**config.mk**
```make
export PLATFORM = sky130hd
export DESIGN_NAME = text_stream_controller
export DESIGN_NICKNAME = d
export VERILOG_FILES = /design/src/rtl/hdc_pkg.sv /design/src/rtl/ascii_letter_map.sv /design/src/rtl/text_stream_controller.sv
export SDC_FILE = /design/constraint.sdc
export NUM_CORES = 1
export LEC_CHECK = 0
export ABC_CLOCK_PERIOD_IN_PS = 5050
export BUFFER_PORTS_ARGS = -buffer_cell sky130_fd_sc_hd__buf_2
export CORE_ASPECT_RATIO = 0.75
export CORE_MARGIN = 5
export CORE_UTILIZATION = 40
export DETAILED_ROUTE_END_ITERATION = 6
export PLACE_DENSITY_LB_ADDON = 0.15
export SYNTH_ARGS = -nofsm -noshare
export SYNTH_HDL_FRONTEND = slang
export SYNTH_HIERARCHICAL = 1
export SYNTH_SLANG_ARGS = --single-unit
```
**constraint.sdc**
```tcl
create_clock -name clk -period 5.05 [get_ports clk]
set_input_delay 0.2525 -clock clk [delete_from_list [all_inputs] [get_ports clk]]
set_output_delay 0.2525 -clock clk [all_outputs]
set_load 0.02 [all_outputs]
```
**src/rtl/hdc_pkg.sv**
```systemverilog
// Shared types and constants for the HD language-recognition front end.
package hdc_pkg;

  typedef enum logic [2:0] {
    IDLE,
    CLEAR,
    STREAM,
    FLUSH,
    DRAIN,
    QUERY,
    WAIT,
    RESULT
  } state_t;

  localparam int                  LETTER_W    = 5;
  localparam logic [LETTER_W-1:0] SPACE_CODE  = 5'd26;
  localparam int                  DEF_N       = 10000;
  localparam int                  DEF_NUMLANG = 22;

endpackage

```
**src/rtl/ascii_letter_map.sv**
```systemverilog
// Combinational ASCII byte to letter code: a..z / A..Z -> 0..25, anything else -> space.
module ascii_letter_map
  import hdc_pkg::*;
(
  input  logic [7:0]          ascii,
  output logic [LETTER_W-1:0] code
);

  logic is_lower;
  logic is_upper;

  assign is_lower = (ascii >= 8'h61) && (ascii <= 8'h7a);
  assign is_upper = (ascii >= 8'h41) && (ascii <= 8'h5a);

  // Both letter ranges start at low bits 5'b00001, so one subtract serves both cases.
  always_comb begin
    code = SPACE_CODE;
    if (is_lower || is_upper) code = ascii[4:0] - 5'd1;
  end

endmodule

```
**src/rtl/text_stream_controller.sv**
```systemverilog
// Sequencer: character stream -> letter strobes -> AM search -> result handshake.
// Optional letter counter output when HDC_LETTER_COUNT_EN is defined.
//   IDLE wait for text | CLEAR clear RI | STREAM accept chars | FLUSH end of text
//   DRAIN settle RI    | QUERY start AM | WAIT wait for done  | RESULT hold result
module text_stream_controller
  import hdc_pkg::*;
#(
  parameter int N            = DEF_N,
  parameter int PRECISION    = $clog2(N),
  parameter int NUMLANG      = DEF_NUMLANG,
  parameter int LOG_NUMLANG  = $clog2(NUMLANG),
  parameter int DRAIN_CYCLES = 4,
  parameter int TIMEOUT      = 1023
) (
  input  logic                   clk,
  input  logic                   rst,
  input  logic                   charValid,
  input  logic [7:0]             charData,
  input  logic                   charLast,
  output logic                   charReady,
  input  logic                   argmaxMode,
  output logic                   letterReady,
  output logic [LETTER_W-1:0]    inputLetter,
  output logic                   textDone,
  output logic                   rst_RI,
  output logic                   computeAngle,
  output logic                   argmax,
  input  logic                   done,
  input  logic [LOG_NUMLANG-1:0] bestMatchID,
  input  logic [PRECISION-1:0]   distance,
  output logic                   resultValid,
  input  logic                   resultReady,
  output logic [LOG_NUMLANG-1:0] resultID,
  output logic [PRECISION-1:0]   resultDistance,
`ifdef HDC_LETTER_COUNT_EN
  output logic [15:0]            letterCount,
`endif
  output logic                   timeoutErr,
  output logic                   busy
);

  localparam int CNT_MAX = (TIMEOUT > DRAIN_CYCLES) ? TIMEOUT : DRAIN_CYCLES;
  localparam int CNT_W   = $clog2(CNT_MAX + 1);
  localparam logic [CNT_W-1:0] DRAIN_LOAD   = CNT_W'((DRAIN_CYCLES > 0) ? DRAIN_CYCLES - 1 : 0);
  localparam logic [CNT_W-1:0] TIMEOUT_LOAD = CNT_W'((TIMEOUT > 0) ? TIMEOUT - 1 : 0);

  state_t               state_q, state_d;
  logic [CNT_W-1:0]     cnt_q;
  logic [LETTER_W-1:0]  code;
  logic                 accept;
  logic                 cnt_zero;

  ascii_letter_map u_map (
    .ascii (charData),
    .code  (code)
  );

  assign accept   = charValid && (state_q == STREAM);
  assign cnt_zero = (cnt_q == '0);

  always_ff @(posedge clk or negedge rst) begin
    if (!rst) state_q <= IDLE;
    else      state_q <= state_d;
  end

  always_comb begin
    state_d     = state_q;
    charReady   = 1'b0;
    rst_RI      = 1'b0;
    resultValid = 1'b0;
    busy        = 1'b1;
    case (state_q)
      IDLE: begin
        busy = 1'b0;
        if (charValid) state_d = CLEAR;
      end
      CLEAR: begin
        rst_RI  = 1'b1;
        state_d = STREAM;
      end
      STREAM: begin
        charReady = 1'b1;
        if (accept && charLast) state_d = FLUSH;
      end
      FLUSH:  state_d = (DRAIN_CYCLES == 0) ? QUERY : DRAIN;
      DRAIN:  if (cnt_zero) state_d = QUERY;
      QUERY:  state_d = WAIT;
      WAIT:   if (done || cnt_zero) state_d = RESULT;
      RESULT: begin
        resultValid = 1'b1;
        if (resultReady) state_d = IDLE;
      end
      default: state_d = IDLE;
    endcase
  end

  // One down-counter serves both the drain interval and the done timeout.
  always_ff @(posedge clk or negedge rst) begin
    if (!rst) begin
      cnt_q <= '0;
    end else begin
      case (state_q)
        FLUSH:       cnt_q <= DRAIN_LOAD;
        QUERY:       cnt_q <= TIMEOUT_LOAD;
        DRAIN, WAIT: if (!cnt_zero) cnt_q <= cnt_q - CNT_W'(1);
        default:     cnt_q <= cnt_q;
      endcase
    end
  end

  // Strobes are registered so textDone lands one cycle after the final letterReady.
  always_ff @(posedge clk or negedge rst) begin
    if (!rst) begin
      letterReady  <= 1'b0;
      inputLetter  <= '0;
      textDone     <= 1'b0;
      computeAngle <= 1'b0;
      argmax       <= 1'b0;
    end else begin
      letterReady  <= accept;
      textDone     <= (state_q == FLUSH);
      computeAngle <= (state_q == QUERY);
      if (accept) inputLetter <= code;
      if (state_q == IDLE && charValid) argmax <= argmaxMode;
    end
  end

  always_ff @(posedge clk or negedge rst) begin
    if (!rst) begin
      resultID       <= '0;
      resultDistance <= '0;
      timeoutErr     <= 1'b0;
    end else if (state_q == WAIT) begin
      if (done) begin
        resultID       <= bestMatchID;
        resultDistance <= distance;
      end else if (cnt_zero) begin
        resultID       <= '0;
        resultDistance <= '1;
        timeoutErr     <= 1'b1;
      end
    end
  end

`ifdef HDC_LETTER_COUNT_EN
  // Only moves in CLEAR/STREAM, so it already holds the text's count through RESULT.
  always_ff @(posedge clk or negedge rst) begin
    if (!rst) begin
      letterCount <= '0;
    end else if (state_q == CLEAR) begin
      letterCount <= '0;
    end else if (accept && (letterCount != 16'hFFFF)) begin
      letterCount <= letterCount + 16'd1;
    end
  end
`endif

endmodule

```
[Word-level counts from Yosys, hierarchy flattened]
Index checks and enable logic that the tools add are counted.
W data, S select, Z words.
Operators by class
  add/sub/neg operators: 2
  multiply operators: 0
  div/mod/pow operators: 0
  magnitude comparators: 4
  equal/unequal tests: 13
  shift-type cells: 0
  muxes and demuxes: 17
  bitwise logic cells: 1
  reduce and logical (&&, ||, !) cells: 16
Operators by type and width (number)
  $pmux W10 S3: 1
  $mux W14: 2
  $pmux W3 S8: 1
  $ge A8 B7 Y1 const B: 2
  $le A8 B7 Y1 const B: 2
  $mux W3: 5
  $mux W5: 3
  $eq A3 B3 Y1 const B: 4
  $logic_not A10 Y1: 1
  $mux W10: 1
  $ne A2 B2 Y1 const B: 5
  $sub A10 B1 Y10 const B: 1
  $eq A3 B2 Y1 const B: 2
  $logic_and A1 B1 Y1: 5
  $reduce_and A5 Y1: 1
  $sub A5 B1 Y5 const B: 1
  $mux W1: 4
  $reduce_and A2 Y1: 2
  $eq A3 B1 Y1 const B: 1
  $logic_not A3 Y1: 1
  $reduce_and A3 Y1: 1
  $reduce_bool A3 Y1: 1
  $logic_or A1 B1 Y1: 2
  $ne A2 B1 Y1 const B: 1
  other kinds (3): 3
Word-level totals
  register bits: 42
  latch bits: 0
  memory bits (writable): 0
  bits in read-only memories: 0
  input port bits: 34
  output and inout bits: 33
  logic and storage cells: 63
  memories: 0

[Logic depth before layout (Yosys ltp)]
Gate-level depths: netlist of run 1.
  word-level depth: 5
  gate-level depth with buffers: 7
  depth with buffers taken out: 6

[Modules after synthesis]
The synthesis of run 1 kept the hierarchy.
By module, submodules not included
  text_stream_controller: instances 1, cells an instance 172, area an instance 1951.9 µm²
  ascii_letter_map: instances 1, cells an instance 22, area an instance 173.9 µm²

[Worst setup path before layout of run 1]
OpenSTA, ideal clock, no wires.
  path kind: flip-flop to flip-flop
  from: register cnt_q[0]
  to: register cnt_q[0]
  library setup time: 0.125 ns
  arrival: 1.945 ns
  required time: 4.925 ns
  slack: 2.980 ns
  stages on the path, launching flop included: 8
  cell sequence: dfrtp_1 inv_1 ha_1 or4b_4 o31ai_1 and2_1 buf_2 mux2_2
On the way
  cells in the longest elaborated chain, start to end: 3
  elaborated cells between the ends (all ways): 6
  those cells by class: add/sub: 1; eq/ne: 1; mux: 2; reduce/logical: 2
RTL lines
  start: declaration: line text_stream_controller.sv:48  | logic [CNT_W-1:0] cnt_q;
  start signal: assignment: line text_stream_controller.sv:105  | DRAIN, WAIT: if (!cnt_zero) cnt_q <= cnt_q - CNT_W'(1);
  start signal: assignment: line text_stream_controller.sv:106  | default: cnt_q <= cnt_q;
  $sub A10 B1 Y10 or $logic_not A10 Y1 (tied branches): line text_stream_controller.sv:105, text_stream_controller.sv:59
  $mux W10 or $ne A2 B2 Y1 (tied branches)
  $pmux W10 S3 or $reduce_and A2 Y1 (tied branches)
Parallel ways exist; a longest one is shown, timed or not. The select of a mux whose other input is x is not followed.
A chain may end at the register's enable or synchronous reset.

[Worst setup path in the final report of run 1]
Same ends and word-level chain as after synthesis.

==> implementation parameters, run 1 <==
Parameter                              Value

Job
  Number of max-capacitance violations reported    0

Clocking
  Inserted Clock Buffers    5
  CTS hold repair buffers    0
  Clock Sinks    42
  CTS Root Cell    sky130_fd_sc_hd__clkbuf_8
  Clock-pin slew reported for the worst setup and hold paths after clock tree synthesis    0.08 ns
  TritonCTS clock tree    yes
  Number of buffers on the longest clock path    2
  Post-CTS setup buffer count    0
  Level count of the clock H-tree    2
  Insertion delay to the later sink of the worst-skew pair    0.29 ns
  Quantity of gates resized following cts    0

Final layout
  Area of all sequential standard cells    1050 µm²
  Antenna Diode Count    0
  Area added between synthesis and finish    22.8%
  Layout net count    296
  Fraction of final layout cells with drive strength greater than 1    41.1%
  Total area of multi-input combinational cells    992 µm²
  Filler Cell Count    510

Route
  DRT Pass-1 Iters    4
  Met3 routed wirelength    327 µm
  Met1 wire length    2270 µm
  Number of DRC violations after detailed-routing iteration 0    117
  Via total after detailed routing    1,714
  Top layer used by detailed routing    met4
  Via/cell ratio    5.15
  Wirelength, routed    4800 µm
  Number of nets still failing antenna checks after routing    0
  WL/cell    14.4 µm
  Number of remaining DRC errors    0
  Met2 wire length    2170 µm

Global routing
  First-pass GRT wire length    7850 µm
  Antenna violations before repair    0
  Vias in the first global route    1,591
  Overall global routing resource usage    14.4%
  Pin count of the biggest net entering global routing    43
  Total global routing overflow    0

Setup path
  Type of the setup path with the least slack    reg -> reg
  Critical Path Fanout Max    6
  Critical Path Sink Type    flip-flop
  Startpoint types    flip-flop
  CP arrival    2.40 ns
  Cell count of the worst reg-to-reg path    6
  Data required time of the critical path    5.23 ns

Synth
  Main combinational cell family by area after synthesis    compound AO/OA/AOI/OAI gates
  Total of flip-flops plus latches after synthesis    42
  Synthesized area per cell    11.0 µm²
  Yosys Warn Count    6
  Cell variety after synth    48
  Cell types occupying the most area after synthesis    sky130_fd_sc_hd__dfrtp_1 (49%), sky130_fd_sc_hd__o22a_2 (6.6%), sky130_fd_sc_hd__mux2_2 (4.2%)
  Synthesized-area fraction occupied by ao, oa, aoi and oai cells    22.3%
  Synth top cells by count    sky130_fd_sc_hd__dfrtp_1 (42), sky130_fd_sc_hd__o22a_2 (14), sky130_fd_sc_hd__nand2_1 (12), sky130_fd_sc_hd__nor2_1 (10)
  Number of enable-type register cells in the synthesized netlist    0
  Simple logic cell fraction of the synthesized area    15.5%
  Share of Yosys cell area claimed by the top area cell type    49.4%
  Ys flop type    sky130_fd_sc_hd__dfrtp_1
  Net count after synthesis    233
  Share of synthesized area spent on multiplexers    4.24%
  Fraction of the yosys area taken by sequential cells    49.4%
  Adder-cell share of the synthesized area    2.94%
  Async SR Flop Fraction    100%
  Cells after Synth    194
  Area leader, netlist    sky130_fd_sc_hd__dfrtp_1
  Total standard cell area after synthesis    2130 µm²
  Top-count cell post-synth    sky130_fd_sc_hd__dfrtp_1
  Synth Area in XOR/XNOR    1.65%

Die
  Die width    94.2 µm
  Total die area    6890 µm²
  DIE HEIGHT    73.1 µm
  Std cell rows    23
  Io pins    67
  Initial Util    40.6%
  Area of the core    5240 µm²

Placed design
  Routability-driven placement congestion ratio    0.828
  Port-buffer cells    66
  Final HPWL DP    3580 µm
  Post-Place Worst Slack    2.84 ns

Timing
  Final hold viol count    0
  Max Slew Vio Count    0
  Worst clock skew    0.0108 ns
  Setup tns final    0 ns
  Fmax    450 MHz
  Unrepaired setup endpoints after global routing    no
  Min Tclk post-route    2.22 ns
  Post-route setup slack    2.83 ns
  Setup violations, final    0
  Tightest Pin Transition    0.922 ns
  Tcrit/Tclk final    44.0%
  Worst-case headroom to the max-slew limit    38.6%

Pwr
  Cell Pwr Density    627 nW/µm²
  VDD IR-drop max    0.189 mV
  Leakage power    1.18 nW
  Post-layout power    1.64 mW

Worst hold path
  Hold Crit Class    in -> async

Status
  Run status    finished clean
## placed cells by master (no fill, tap or decap), drive strengths merged, types with 3 or more instances in the layout
cell / Yosys / final
ha: 5 / 5
a21boi: 3 / 3
or4: 3 / 3
a21o: 3 / 3
o31ai: 5 / 5
buf: 5 / 66
dfrtp: 42 / 42
o22a: 14 / 14
clkbuf: 5 / 6
o21ai: 7 / 7
a22o: 5 / 5
nand2: 12 / 12
a21oi: 9 / 9
inv: 9 / 9
nor2: 10 / 10
nor3: 6 / 6
nor2b: 4 / 4
mux2: 8 / 8
nand3: 4 / 4
nand2b: 3 / 3
a32o: 3 / 3
## routing by layer
metal  vias to the layer above  track usage (%)
met4                         0             3.69
met5                         -                0
met3                         5             4.33
li1                        844                -
met1                       815             20.9
met2                        50             21.0
## through the flow
stage | util, % | hold WS (ns) | cells | instance area [µm²]
finish | 49.9 | 0.0833 | 333 | 2610
global route | 49.9 | 0.169 | 333 | 2610
CTS | 49.9 | 0.122 | 333 | 2610
detailed placement | 47.8 | 0.444 | 325 | 2500
global placement | 47.8 | 0.444 | 325 | 2500
floorplan | - | -0.0431 | 194 | 2130
## sequential cells by signal (all words and copies together) (netlist names)
register and cells:
textDone 1, letterReady 1, inputLetter 5, argmax 1
cnt_q 10, resultID 5, timeoutErr 1, computeAngle 1
state_q 3, resultDistance 14
## cell type report
class / instances / share of cell area [%]
clock buffers: 6 / 2.78
clock inverters: 2 / 1.44
inverters: 9 / 1.29
multi-input cells: 133 / 38.0
flip-flops and latches: 42 / 40.2
well taps: 75 / 3.59
repair buffers: 66 / 12.6
## power by group
part	internal, mW	switching [mW]	total (mW)
Sequential	0.490	0.156	0.647
Clock	0.148	0.117	0.264
Combinational	0.317	0.409	0.726
Total	0.955	0.682	1.64
## worst max-delay path, cell delays in order (launching register included)
cell and delay (ns):
sky130_fd_sc_hd__dfrtp_1 0.41, sky130_fd_sc_hd__inv_1 0.10, sky130_fd_sc_hd__ha_1 0.14, sky130_fd_sc_hd__or4b_4 0.49, sky130_fd_sc_hd__o31ai_1 0.31, sky130_fd_sc_hd__and2_1 0.30, sky130_fd_sc_hd__mux2_2 0.36
## final timing paths
check / from / endpoint / slack, ns
max: cnt_q[0] / cnt_q[0] / 2.83
min: rst / resultDistance[10] / 0.08
max reg2reg: cnt_q[0] / cnt_q[0] / 2.83
min reg2reg: resultDistance[13] / resultDistance[13] / 0.49
max in group asynchronous: rst / cnt_q[3] / 4.37
min in group clk: bestMatchID[0] / resultID[0] / 0.18
## cell families (layout without fill, tap and decap cells)
kind of cell,after synthesis,in the layout
flip-flops,42,42
AND/OR/NAND/NOR,58,58
AO/OA/AOI/OAI,58,58
buffers and inverters,19,83
multiplexers,8,8
XOR/XNOR,4,4
adder cells (fa/ha/maj),5,5
No activity file was read; power rests on OpenSTA's default activity.
==> run 2: changes to the inputs <==
--- a/config.mk
+++ b/config.mk
@@ -5,7 +5,7 @@
 export SDC_FILE = /design/constraint.sdc
 export NUM_CORES = 1
 export LEC_CHECK = 0
-export ABC_CLOCK_PERIOD_IN_PS = 5050
+export ABC_CLOCK_PERIOD_IN_PS = 2100
 export BUFFER_PORTS_ARGS = -buffer_cell sky130_fd_sc_hd__buf_2
 export CORE_ASPECT_RATIO = 0.75
 export CORE_MARGIN = 5
==> constraint.sdc (replaced) <==
create_clock -name clk -period 2.1 [get_ports clk]
set_input_delay 0.105 -clock clk [delete_from_list [all_inputs] [get_ports clk]]
set_output_delay 0.105 -clock clk [all_outputs]
set_load 0.02 [all_outputs]
==> implementation parameters, run 2 (synthesis results as in run 1) <==
Parameter                              Value

Status
  Run status    finished clean (unchanged)

Timing
  Fmax    482 MHz (was 450 MHz)
  Worst-case headroom to the max-slew limit    59.1% (was 38.6%)
  Tcrit/Tclk final    98.7% (was 44.0%)
  Post-route setup slack    0.0269 ns (was 2.83 ns)
  Tightest Pin Transition    0.607 ns (was 0.922 ns)
  Worst clock skew    0.00670 ns (was 0.0108 ns)
  Max Slew Vio Count    0 (unchanged)
  Setup violations, final    0 (unchanged)
  Setup tns final    0 ns (unchanged)
  Min Tclk post-route    2.07 ns (was 2.22 ns)
  Unrepaired setup endpoints after global routing    yes (was no)
  Final hold viol count    0 (unchanged)

Pwr
  VDD IR-drop max    0.595 mV (was 0.189 mV)
  Reg power frac    33.3% (was 39.5%)
  Int Power    2.50 mW (was 955 µW)
  Fraction of power consumed by the clock network    14.7% (was 16.1%)
  Switching power total    1.69 mW (was 682 µW)
  Leakage power    1.27 nW (was 1.18 nW)
  Power share of the combinational group    52.0% (was 44.4%)
  Cell Pwr Density    1510 nW/µm² (was 627 nW/µm²)
  Switching power share of the total    40.3% (was 41.7%)

Placed design
  Port-buffer cells    66 (unchanged)
  Placed Cells incl. Taps    342 (was 325)
  Routability-driven placement congestion ratio    0.880 (was 0.828)
  Final HPWL DP    3670 µm (was 3580 µm)
  Post-Place Worst Slack    0.00481 ns (was 2.84 ns)

Route
  Via/cell ratio    5.08 (was 5.15)
  Via total after detailed routing    1,784 (was 1,714)
  Wirelength, routed    4830 µm (was 4800 µm)
  DRT Pass-1 Iters    4 (unchanged)
  Number of DRC violations after detailed-routing iteration 0    97 (was 117)
  Number of remaining DRC errors    0 (unchanged)
  WL/cell    13.8 µm (was 14.4 µm)
  Number of nets still failing antenna checks after routing    0 (unchanged)

Final layout
  Largest reg by FF count    resultDistance (unchanged)
  Filler Cell Count    494 (was 510)
  Fraction of final layout cells with drive strength greater than 1    46.0% (was 41.1%)
  Number of cells in the finished layout apart from fillers    351 (was 333)
  Highest-count cells in the layout ignoring fill and taps    sky130_fd_sc_hd__buf_2 (66), sky130_fd_sc_hd__dfrtp_1 (42), sky130_fd_sc_hd__buf_4 (16) (was sky130_fd_sc_hd__buf_2 (66), sky130_fd_sc_hd__dfrtp_1 (42), sky130_fd_sc_hd__o22a_2 (14))
  Commonest non-fill, non-tap cell in the layout    sky130_fd_sc_hd__buf_2 (unchanged)
  Area added between synthesis and finish    30.8% (was 22.8%)
  Antenna Diode Count    0 (unchanged)
  Registers with the most flip-flops    resultDistance x14, cnt_q x10 (unchanged)
  Layout net count    314 (was 296)
  Flip-flop count of the largest register, all copies and words added    14 (unchanged)

Setup path
  Critical Path Fanout Max    14 (was 6)
  CP cell instances    inv_2 -> ha_1 -> or4b_4 -> or3_4 -> a21boi_4 -> buf_12 -> o22a_2 (was inv_1 -> ha_1 -> or4b_4 -> o31ai_1 -> and2_1 -> mux2_2)
  Data required time of the critical path    2.33 ns (was 5.23 ns)
  CP arrival    2.30 ns (was 2.40 ns)
  Critical-path cell with the highest stage delay    sky130_fd_sc_hd__or4b_4 (unchanged)
  Slack of the worst reg-to-reg path    0.03 ns (was 2.83 ns)
  Type of the setup path with the least slack    reg -> reg (unchanged)
  Buffers plus inverters on the worst setup path    2 (was 1)
  Delay contributed by the slowest stage of the critical path    0.51 ns (was 0.49 ns)
  Startpoint types    flip-flop (unchanged)
  Cell family with most CP delay    simple AND/OR/NAND/NOR gates (unchanged)
  Critical Path Sink Type    flip-flop (unchanged)

Worst hold path
  Hold Crit Class    in -> reg (was in -> async)

Die
  Total die area    6890 µm² (unchanged)
  DIE HEIGHT    73.1 µm (unchanged)
  Die width    94.2 µm (unchanged)
  Initial Util    40.6% (unchanged)
  Std cell rows    23 (unchanged)
  Io pins    67 (unchanged)
  Area of the core    5240 µm² (unchanged)

Job
  Number of max-capacitance violations reported    0 (unchanged)

Global routing
  Vias in the first global route    1,642 (was 1,591)
  Overall global routing resource usage    14.3% (was 14.4%)
  Antenna violations before repair    0 (unchanged)
  Pin count of the biggest net entering global routing    43 (unchanged)
  Met3 track demand over resource    3.81% (was 4.33%)
  Met2 demand-to-capacity share in global routing    22.4% (was 21.0%)
  Total global routing overflow    0 (unchanged)
  First-pass GRT wire length    7820 µm (was 7850 µm)
  Met1 demand-to-capacity share in global routing    20.3% (was 20.9%)
  Busiest metal layer after global routing    met2 (unchanged)

Clocking
  Clock Sinks    42 (unchanged)
  Number of buffers on the longest clock path    2 (unchanged)
  Level count of the clock H-tree    2 (unchanged)
  TritonCTS clock tree    yes (unchanged)
  Clock-pin slew reported for the worst setup and hold paths after clock tree synthesis    0.08 ns (about the same)
  Inserted Clock Buffers    5 (unchanged)
  CTS Root Cell    sky130_fd_sc_hd__clkbuf_8 (unchanged)
  Insertion delay to the later sink of the worst-skew pair    0.29 ns (about the same)
run 2: routing by layer:
layer / part of all wire [%] / up-vias
li1: - / 886
met1: 47 / 852
met2: 46 / 41
met3: 5.8 / 5
met4: 0.64 / 0
met5: 0 / -
run 2: timing repair:
action / 4_1_cts / 5_1_grt
gates cloned: 0 / 0
hold buffers: 1 / 0
endpoints found under the setup margin: 1 / 22
resized for setup: 0 / 6
hold endpoints to repair: 42 / 0
buffers inserted: 0 / 0
run 2: through the flow:
step / instance area, µm² / utilization [%] / total power [mW] / hold slack [ns]
global route: 2780 / 53.1 / 4.51 / 0.0408
floorplan: 2130 / - / 2.81 / -0.191
CTS: 2760 / 52.7 / 4.21 / 0.0380
global placement: 2640 / 50.4 / 3.56 / 0.212
finish: 2780 / 53.1 / 4.19 / 0.0491
detailed placement: 2640 / 50.4 / 3.57 / 0.208
run 2: area by class of cell:
type | count | area (µm²) | area share, %
sequential | 42 | 1050 | 37.8
multi-input combinational | 133 | 1010 | 36.5
timing repair buffer | 84 | 480 | 17.3
tap | 75 | 93.8 | 3.38
clock buffer | 7 | 76.3 | 2.75
inverter | 9 | 33.8 | 1.22
clock inverter | 1 | 30.0 | 1.08
run 2: worst paths after layout:
check	start	end	cells past startpoint
setup / recovery	cnt_q[1]	resultDistance[11]	7
hold / removal	bestMatchID[3]	resultID[3]	2
setup reg to reg	cnt_q[1]	resultDistance[11]	7
hold reg to reg	timeoutErr	timeoutErr	1
max in group asynchronous	rst	inputLetter[4]	3
min in group asynchronous	rst	cnt_q[1]	3
run 2: power groups by stage:
stage | clock [mW] | combinational (mW) | sequential [mW]
final | 0.615 | 2.18 | 1.40
after global routing | 0.673 | 2.39 | 1.45
after CTS | 0.643 | 2.18 | 1.38
after detailed placement | 0 | 2.17 | 1.40
after global placement | 0 | 2.16 | 1.40
after floorplan | 0 | 1.10 | 1.71
==> run 3: changes to the inputs <==
--- a/config.mk
+++ b/config.mk
@@ -11,6 +11,7 @@
 export CORE_MARGIN = 5
 export CORE_UTILIZATION = 40
 export DETAILED_ROUTE_END_ITERATION = 6
+export MAX_ROUTING_LAYER = met4
 export PLACE_DENSITY_LB_ADDON = 0.15
 export SYNTH_ARGS = -nofsm -noshare
 export SYNTH_HDL_FRONTEND = slang
==> implementation parameters, run 3 (synthesis results as in run 1) <==
Parameter                              Value

Timing
  Worst clock skew    0.00657 ns (was 0.00670 ns)
  Setup tns final    0 ns (unchanged)
  Tcrit/Tclk final    98.6% (was 98.7%)
  Max Slew Vio Count    0 (unchanged)
  Worst-case headroom to the max-slew limit    59.1% (unchanged)
  Tightest Pin Transition    0.607 ns (unchanged)
  Worst hold margin    0.0485 ns (was 0.0491 ns)
  Setup violations, final    0 (unchanged)
  Min Tclk post-route    2.07 ns (about the same)
  Post-route setup slack    0.0284 ns (was 0.0269 ns)
  Unrepaired setup endpoints after global routing    yes (unchanged)
  Final hold viol count    0 (unchanged)
  Fmax    483 MHz (was 482 MHz)

Global routing
  Vias in the first global route    1,640 (was 1,642)
  Met2 demand-to-capacity share in global routing    22.3% (was 22.4%)
  Met1 demand-to-capacity share in global routing    20.3% (about the same)
  Overall global routing resource usage    14.8% (was 14.3%)
  First-pass GRT wire length    7840 µm (was 7820 µm)
  Met3 track demand over resource    4.12% (was 3.81%)
  Total global routing overflow    0 (unchanged)
  Antenna violations before repair    0 (unchanged)
  Pin count of the biggest net entering global routing    43 (unchanged)
  Busiest metal layer after global routing    met2 (unchanged)

Placed design
  Port-buffer cells    66 (unchanged)
  Routability-driven placement congestion ratio    0.894 (was 0.880)
  Post-Place Worst Slack    0.00481 ns (unchanged)
  Final HPWL DP    3670 µm (unchanged)

Die
  Initial Util    40.6% (unchanged)
  Io pins    67 (unchanged)
  Total die area    6890 µm² (unchanged)
  DIE HEIGHT    73.1 µm (unchanged)
  Die width    94.2 µm (unchanged)
  Std cell rows    23 (unchanged)
  Area of the core    5240 µm² (unchanged)

Final layout
  Utilization after layout    53.1% (unchanged)
  Area of all sequential standard cells    1050 µm² (unchanged)
  Layout net count    314 (unchanged)
  Fraction of final layout cells with drive strength greater than 1    46.0% (unchanged)
  Filler Cell Count    494 (unchanged)
  Highest-count cells in the layout ignoring fill and taps    sky130_fd_sc_hd__buf_2 (66), sky130_fd_sc_hd__dfrtp_1 (42), sky130_fd_sc_hd__buf_4 (16) (unchanged)
  Flip-flop count of the largest register, all copies and words added    14 (unchanged)
  Commonest non-fill, non-tap cell in the layout    sky130_fd_sc_hd__buf_2 (unchanged)
  Antenna Diode Count    0 (unchanged)
  Largest reg by FF count    resultDistance (unchanged)
  Total area of multi-input combinational cells    1010 µm² (unchanged)
  Area added between synthesis and finish    30.8% (unchanged)
  Registers with the most flip-flops    resultDistance x14, cnt_q x10 (unchanged)

Setup path
  Cell family with most CP delay    simple AND/OR/NAND/NOR gates (unchanged)
  Delay contributed by the slowest stage of the critical path    0.51 ns (about the same)
  Type of the setup path with the least slack    reg -> reg (unchanged)
  CP cell instances    inv_2 -> ha_1 -> or4b_4 -> or3_4 -> a21boi_4 -> buf_12 -> o22a_2 (unchanged)
  Slack of the worst reg-to-reg path    0.03 ns (about the same)
  Data required time of the critical path    2.33 ns (about the same)
  CP arrival    2.30 ns (about the same)
  Critical-path cell with the highest stage delay    sky130_fd_sc_hd__or4b_4 (unchanged)
  Critical Path Fanout Max    14 (unchanged)
  Buffers plus inverters on the worst setup path    2 (unchanged)
  Startpoint types    flip-flop (unchanged)
  Critical Path Sink Type    flip-flop (unchanged)

Pwr
  Post-layout power    4.19 mW (about the same)
  Cell Pwr Density    1510 nW/µm² (about the same)
  Leakage power    1.27 nW (unchanged)
  VDD IR-drop max    0.595 mV (about the same)

Clocking
  Inserted Clock Buffers    5 (unchanged)
  Clock Sinks    42 (unchanged)
  Clock-pin slew reported for the worst setup and hold paths after clock tree synthesis    0.08 ns (about the same)
  Insertion delay to the later sink of the worst-skew pair    0.29 ns (about the same)
  TritonCTS clock tree    yes (unchanged)
  CTS Root Cell    sky130_fd_sc_hd__clkbuf_8 (unchanged)
  Level count of the clock H-tree    2 (unchanged)
  Number of buffers on the longest clock path    2 (unchanged)

Status
  Run status    finished clean (unchanged)

Route
  Wirelength, routed    4850 µm (was 4830 µm)
  Via total after detailed routing    1,784 (unchanged)
  Via/cell ratio    5.08 (unchanged)
  Number of nets still failing antenna checks after routing    0 (unchanged)
  Number of DRC violations after detailed-routing iteration 0    90 (was 97)
  Number of remaining DRC errors    0 (unchanged)
  WL/cell    13.8 µm (about the same)
  DRT Pass-1 Iters    4 (unchanged)

Job
  Number of max-capacitance violations reported    0 (unchanged)

Worst hold path
  Hold Crit Class    in -> reg (unchanged)
run 3: cell counts in the layout (fill, tap and decap cells not counted):
No cell type changed its count.
run 3: repair_timing:
action | 4_1_cts | 5_1_grt
gates resized for setup | 0 | 6
buffers inserted | 0 | 0
setup endpoints to repair | 1 | 22
hold buffers | 1 | 0
gates cloned | 0 | 0
endpoints found under the hold margin | 42 | 0
run 3: metrics by stage:
| step | instances | cell area [µm²] |
|---|---|---|
| floorplan | 194 | 2130 |
| global placement | 342 | 2640 |
| detailed placement | 342 | 2640 |
| CTS | 351 | 2760 |
| global route | 351 | 2780 |
| finish | 351 | 2780 |
run 3: final timing paths:
| kind | depth (start not counted) | end | start |
|---|---|---|---|
| min in group asynchronous | 3 | resultDistance[4] | rst |
| max reg2reg | 7 | resultDistance[11] | cnt_q[1] |
| max in group asynchronous | 3 | inputLetter[4] | rst |
| max | 7 | resultDistance[11] | cnt_q[1] |
| min reg2reg | 1 | timeoutErr | timeoutErr |
| min | 2 | resultID[3] | bestMatchID[3] |
run 3: report_power, final:
group	internal [mW]	total, mW	switching [mW]
clock network	0.356	0.618	0.263
registers	1.18	1.40	0.215
logic	0.966	2.18	1.21
run 3: final cells by class:
class | count | area share [%]
tap | 75 | 3.38
sequential | 42 | 37.8
multi-input combinational | 133 | 36.5
inverter | 9 | 1.22
timing repair buffer | 84 | 17.3
clock buffer | 7 | 2.75
clock inverter | 1 | 1.08
run 3: per-layer routing:
metal  share of wire [%]  vias to the layer above  wire [µm]
met2                  46                       41       2220
met5                   0                        -          0
met3                 5.8                        5        281
li1                    -                      886          -
met1                  48                      852       2320
met4                0.64                        0         31
run 3: worst register-to-register path: cells and delay by family (launching register included):
| kind | cells | cell delay, ns |
|---|---|---|
| compound gates | 2 | 0.34 |
| fa+ha+maj | 1 | 0.13 |
| buf+inv | 2 | 0.23 |
| flops | 1 | 0.41 |
| simple gates | 2 | 0.91 |
